File: config.mk
export PLATFORM = sky130hd
export DESIGN_NAME = fetch_ctrl
export DESIGN_NICKNAME = d
export VERILOG_FILES = /design/src/rtl/fetch_pkg.sv /design/src/rtl/fetch_timer.sv /design/src/rtl/fetch_ctrl.sv
export SDC_FILE = /design/constraint.sdc
export NUM_CORES = 1
export LEC_CHECK = 0
export ABC_CLOCK_PERIOD_IN_PS = 5600
export CAP_MARGIN = 40
export CORE_ASPECT_RATIO = 1.4
export CORE_MARGIN = 3
export CORE_UTILIZATION = 50
export CTS_CLUSTER_DIAMETER = 100
export DETAILED_ROUTE_END_ITERATION = 8
export DONT_BUFFER_PORTS = 1
export PLACE_DENSITY = 0.76
export REMOVE_ABC_BUFFERS = 1
export SYNTH_ARGS = -nofsm -noshare
export SYNTH_HDL_FRONTEND = slang
export SYNTH_SLANG_ARGS = --single-unit
File: constraint.sdc
create_clock -name clk -period 5.6 [get_ports clk]
set_clock_uncertainty 0.1 [all_clocks]
set_input_delay 0.28 -clock clk [delete_from_list [all_inputs] [get_ports clk]]
set_output_delay 0.28 -clock clk [all_outputs]
set_load 0.02 [all_outputs]
File: src/rtl/fetch_pkg.sv
// Shared types and constants for the instruction-fetch controller.
package fetch_pkg;

    localparam int unsigned XLEN            = 32;
    localparam int unsigned INSTR_BYTES     = 4;
    localparam int unsigned DEFAULT_TIMEOUT = 255;

    typedef enum logic [1:0] {
        ST_IDLE,
        ST_WAIT,
        ST_DROP,
        ST_ERR
    } fetch_state_t;

    typedef struct packed {
        logic [XLEN-1:0] instr;
        logic [XLEN-1:0] pc;
    } fetch_slot_t;

    // Force a target address onto an instruction boundary.
    function automatic logic [XLEN-1:0] align_pc(input logic [XLEN-1:0] pc);
        return pc & ~XLEN'(INSTR_BYTES - 1);
    endfunction

endpackage

File: src/rtl/fetch_timer.sv
// Response wait counter: clears on request/redirect, counts idle wait cycles,
// flags the cycle in which the count would reach TIMEOUT.
module fetch_timer
    import fetch_pkg::*;
#(
    parameter int unsigned TIMEOUT = DEFAULT_TIMEOUT
) (
    input  logic clk,
    input  logic reset,
    input  logic clear,
    input  logic enable,
    output logic expire_c
);

    localparam int unsigned CNT_W = $clog2(TIMEOUT + 1);

    logic [CNT_W-1:0] count;

    assign expire_c = enable && (count == CNT_W'(TIMEOUT - 1));

    always_ff @(posedge clk or posedge reset) begin
        if (reset) begin
            count <= '0;
        end else if (clear) begin
            count <= '0;
        end else if (enable && !expire_c) begin
            count <= count + CNT_W'(1);
        end
    end

endmodule

File: src/rtl/fetch_ctrl.sv
// Instruction fetch controller: one outstanding imem request, IF/ID slot,
// redirect handling and sticky response-timeout error.
module fetch_ctrl
    import fetch_pkg::*;
#(
    parameter int unsigned TIMEOUT = DEFAULT_TIMEOUT
) (
    input  logic        clk,
    input  logic        reset,
    input  logic [31:0] pc_cur,
    output logic [31:0] pc_next,
    output logic        imem_req,
    output logic [31:0] imem_addr,
    input  logic        imem_rvalid,
    input  logic [31:0] imem_rdata,
    input  logic        redirect_valid,
    input  logic [31:0] redirect_pc,
    output logic        id_valid,
    input  logic        id_ready,
    output logic [31:0] id_instr,
    output logic [31:0] id_pc,
    output logic        fetch_err
);

    fetch_state_t state;
    fetch_slot_t  slot;

    logic slot_free_c;
    logic capture_c;
    logic timer_clear_c;
    logic timer_en_c;
    logic expire_c;

    assign slot_free_c = !id_valid || id_ready;
    assign imem_addr   = pc_cur;
    assign id_instr    = slot.instr;
    assign id_pc       = slot.pc;

    // Request, next-PC and capture decisions for the current cycle.
    always_comb begin
        imem_req  = 1'b0;
        pc_next   = pc_cur;
        capture_c = 1'b0;
        if (!reset) begin
            unique case (state)
                ST_IDLE: begin
                    if (redirect_valid) begin
                        pc_next = align_pc(redirect_pc);
                    end else if (slot_free_c) begin
                        imem_req = 1'b1;
                    end
                end
                ST_WAIT: begin
                    if (redirect_valid) begin
                        pc_next = align_pc(redirect_pc);
                    end else if (imem_rvalid) begin
                        pc_next   = pc_cur + 32'(INSTR_BYTES);
                        capture_c = 1'b1;
                    end
                end
                ST_DROP: begin
                    if (redirect_valid) begin
                        pc_next = align_pc(redirect_pc);
                    end
                end
                ST_ERR: begin
                    pc_next = pc_cur;
                end
            endcase
        end
    end

    // Counter restarts whenever WAIT or DROP is (re)entered.
    assign timer_clear_c = imem_req
                        || ((state == ST_WAIT) && redirect_valid && !imem_rvalid);
    assign timer_en_c    = ((state == ST_WAIT) || (state == ST_DROP)) && !imem_rvalid;

    fetch_timer #(
        .TIMEOUT (TIMEOUT)
    ) u_timer (
        .clk      (clk),
        .reset    (reset),
        .clear    (timer_clear_c),
        .enable   (timer_en_c),
        .expire_c (expire_c)
    );

    // State register plus the registered IF/ID slot and error flag.
    always_ff @(posedge clk or posedge reset) begin
        if (reset) begin
            state     <= ST_IDLE;
            id_valid  <= 1'b0;
            slot      <= '0;
            fetch_err <= 1'b0;
        end else begin
            if (capture_c) begin
                id_valid <= 1'b1;
                slot     <= '{instr: imem_rdata, pc: pc_cur};
            end else if (redirect_valid && (state != ST_ERR)) begin
                id_valid <= 1'b0;
            end else if (id_valid && id_ready) begin
                id_valid <= 1'b0;
            end

            unique case (state)
                ST_IDLE: begin
                    if (imem_req) begin
                        state <= ST_WAIT;
                    end
                end
                ST_WAIT: begin
                    if (imem_rvalid) begin
                        state <= ST_IDLE;
                    end else if (redirect_valid) begin
                        state <= ST_DROP;
                    end else if (expire_c) begin
                        state     <= ST_ERR;
                        fetch_err <= 1'b1;
                    end
                end
                ST_DROP: begin
                    if (imem_rvalid) begin
                        state <= ST_IDLE;
                    end else if (expire_c) begin
                        state     <= ST_ERR;
                        fetch_err <= 1'b1;
                    end
                end
                ST_ERR: begin
                    state <= ST_ERR;
                end
            endcase
        end
    end

endmodule

==> results.txt <==
Of all cell types, the one taking the most synthesized area is dfrtp_1. The tools report the total overflow reported by the global router as 0. In this run the standard cell core region covers 0.00962 mm^2.

The cell sitting at the root of the clock tree is a clkbuf_16. The proportion of synthesized chip area in sequential cells was 0.379; the number of antenna violations at the first check in global routing was 0. The number of warnings printed during yosys synthesis was 0; the synthesized netlist cell count was 653.

Setup repair after global routing left no endpoint under its margin. STA puts the critical path data required time at 5.22 ns. The logs give 0.610 for the utilization after layout and 0.286 mV for the largest voltage drop on the vdd net. Fraction of power spent switching nets: 0.457. The width of the die was 90.6 um. The combinational fraction of design power is 0.329. After the first detailed-routing iteration, the DRC count stood at 403. At the pin with the least slew margin, the transition time is 0.923 ns. The tools report the number of buffers created by CTS as 9. The repair_antennas step left the layout with diodes totalling 0. TritonCTS built the clock tree.

The endpoint kind of the worst setup timing path is an output port. The clock drives 76 sinks. Synthesis inferred 76 register bits. The launch point of the worst hold path was pc_cur[8]. Along the worst path, the maximum fanout reaches 18.

The tools report the start point of the critical path as state[1]. The share of Yosys cell area claimed by the top area cell type is 0.379. Setup violations remaining at the end of the flow were counted as 0. After clock tree synthesis, the clock-pin slew on the worst setup and hold paths is 0.06 ns.

The run gives 5068 as the number of global-route vias before repair. With fillers left out, the area of the finished cells amounts to 0.00587 mm^2. Number of enable flip-flop cells after synthesis: 0. Final net count: 781. Measured along the y axis, the die boundary spans 124 um. The cell-internal power is 1.50 mW. For this run, the leading register cell type out of synthesis is dfrtp_1.

The count of endpoints failing hold in the final timing report came out at 0. The area growth from synthesis to layout is 17.0%. The analysis attributes to net switching a power of 1.26 mW. Power spread over the standard cell area amounts to 470 mW/mm^2.

After routing, the total negative slack on setup checks comes to 0 ns. The first TritonRoute pass finished after 7 iterations. The run gives 54 as the number of distinct library cell variants in the gate-level netlist after synthesis.

The worst setup path is of the flip-flop to output port kind. In this run the cell area of the synthesized design comes to 0.00501 mm^2. For the weighted congestion at the end of routability-driven global placement, the log shows 0.895. The sequential cell fraction of total power is 0.441, and the average cell area after synthesis is 7.68 um^2.

The run gives 232 as the number of I/O pins. STA classifies the critical path startpoint as a flip-flop. For the worst setup path, the data arrival time is 3.68 ns.

The logs give 0.00488 mm^2 for the total placed instance area and 0.380 for the relative max-transition margin. Summed over all layers, the routed wires come to 16500 um. The clock passes through at most 2 buffers. Yosys attributes the largest share of cell area to dfrtp_1, nand2_1, buf_4, mux2i_1, o21ai_0. Detailed placement ended at an HPWL of 10900 um. The final worst-path cycle share is 0.725, and the vias after detailed routing is 4959. After floorplanning, the core was divided into 42 placement rows. The startpoint identified for the worst register-to-register timing path is state[1]. The share of power burned in the clock network came out at 0.230.

The proportion of layout cells with a drive suffix above 1 is 0.0649, and the final count of pins violating max slew is 0. Input and output buffers added on the ports amount to 0. The first global-routing pass estimated 26300 um of wire. Once detail routing completed, the nets flagged for antenna violations numbered 0. The post-route DRC violation count came out at 0.

Dividing the detail-routed via count by the number of cells gives 6.12. The class of the tightest hold or removal check was primary input to flip-flop. The number of maximum-capacitance constraint violations is 0.

Clock latency on the worst-skew pair, taken at its later pin, is 0.33 ns. The tools report the total global routing track utilization as 0.292. Entering global routing, the biggest net connects 70 pins.

The flow ran to the end, and the final reports show no timing, DRC or antenna violations. The starting density of the core was 0.521; the die footprint was 0.0113 mm^2. The analysis attributes to cell leakage a power of 2.77 nW. Depth of the CTS H-tree: 3. For this run, the top clock speed supported by timing is 0.246 GHz.

Subtracting the final worst setup slack from the clock period gives 4.06 ns. The async set or reset register ratio after synthesis is 1.00. Count of fill cells added during filler insertion: 816. Routed wire length per instance: 20.4 um.
==> synth_stat cells, types with 2 or more instances <==
cell type / instances
a221oi_1: 2
nor2_1: 36
nor3_1: 14
nand3_1: 22
nor2b_1: 7
or3_1: 2
and2_1: 2
inv_1: 8
ha_1: 7
o211ai_1: 4
nand4_1: 14
dfrtp_1: 76
a21o_1: 2
buf_4: 32
o311ai_0: 4
clkbuf_1: 29
o22ai_1: 3
nand2_1: 232
nand2b_1: 3
o31ai_1: 4
mux2i_1: 18
a31oi_1: 3
a21oi_1: 8
a221o_1: 8
a211oi_1: 4
nor4_1: 4
clkinv_1: 3
buf_6: 2
mux2_2: 8
o21a_1: 3
and4_1: 5
xnor2_1: 2
xor2_1: 4
o21ai_0: 30
buf_2: 5
and3_1: 12
a22oi_1: 14
==> through the flow <==
stage               setup slack [ns]  total power [mW]  hold slack [ns]  instances
global placement                2.09              2.02            0.121        726
CTS                             1.59              2.75           0.0500        809
floorplan                       1.19              1.80            0.277        585
global route                    1.30              2.91           0.0985        810
detailed placement              1.96              2.07            0.127        728
finish                          1.54              2.76           0.0657        810
==> state kept, by name (all words and copies together), names as in the netlist <==
name and cells:
u_timer.count 8, state 2, id_valid 1, fetch_err 1, id_instr 32, id_pc 32
==> repair_timing <==
item,4_1_cts,5_1_grt
hold endpoints to repair,88,0
hold buffers,65,0
buffers inserted,0,0
gates resized for setup,0,0
==> path summary, 6_finish.rpt <==
path / to / slack, ns / cells past startpoint
min: id_pc[8] / 0.07 / 2
min reg2reg: u_timer.count[3] / 0.48 / 2
max in group asynchronous: id_instr[17] / 3.95 / 3
min in group asynchronous: id_pc[16] / 0.38 / 2
max: pc_next[23] / 1.54 / 9
max reg2reg: id_instr[30] / 2.30 / 7
==> logic make-up (layout without fill, tap and decap cells) <==
family                     after synthesis  count (layout)  share of synthesized area
muxes                                   26              26                     0.0539
adders and majority gates                7               7                     0.0175
AOI/OAI and AO/OA                      100             100                      0.138
DFF                                     76              76                      0.379
xor gates and xnor gates                 6               6                     0.0105
and+or+nand+nor                        359             359                      0.314
buffers and inverters                   79             104                     0.0873
==> worst max-delay path, cell delays in order (launching register included) <==
cell             delay, ns
dfrtp_1               0.43
inv_1                 0.11
ha_1                  0.59
clkinv_1              0.47
a21oi_1               0.56
o21ai_0               0.30
buf_4                 0.26
a22oi_1               0.18
o311ai_0              0.16
clkdlybuf4s15_2       0.28
==> cells in the final DEF (no fill, tap or decap), types with 3 or more instances in the layout <==
cell type	count
nor3_1	14
ha_1	7
a221o_1	8
mux2_2	8
a211oi_1	4
nand2_1	231
o21a_1	3
nand2b_1	3
a22oi_1	14
inv_1	8
a21oi_1	8
o22ai_1	3
dfrtp_1	76
nor2_1	35
and4_1	5
nor4_1	4
dlygate4sd3_1	65
o311ai_0	4
buf_4	9
o21ai_0	30
mux2i_1	18
nand3_1	22
o31ai_1	4
xor2_1	4
nor2b_1	7
clkbuf_16	9
o211ai_1	4
nand4_1	14
and3_1	12
a31oi_1	3
==> power by group through the flow <==
stage                     combinational (mW)  sequential (mW)  clock, mW
after floorplan                        0.631             1.16          0
after global placement                 0.806             1.21          0
after detailed placement               0.849             1.22          0
after CTS                              0.887             1.21      0.648
after global routing                    1.00             1.24      0.670
final                                  0.906             1.22      0.634
==> layer usage <==
| layer | GRT usage | up-vias | part of all wire |
|---|---|---|---|
| met5 | 0 | - | 0 |
| met4 | 0.133 | 0 | 0.036 |
| met3 | 0.0894 | 51 | 0.096 |
| met2 | 0.514 | 284 | 0.52 |
| met1 | 0.319 | 2373 | 0.35 |
| li1 | - | 2251 | - |
==> final cells by class <==
class,count,area (um^2),area share
multi-input cells,498,2690,0.458
flip-flops and latches,76,1900,0.324
clock buffers,11,243,0.0414
inverters,11,42.5,0.00725
repair buffers,77,746,0.127
well taps,132,165,0.0282
clock inverters,5,83.8,0.0143
(Power assumes the default switching activity.)
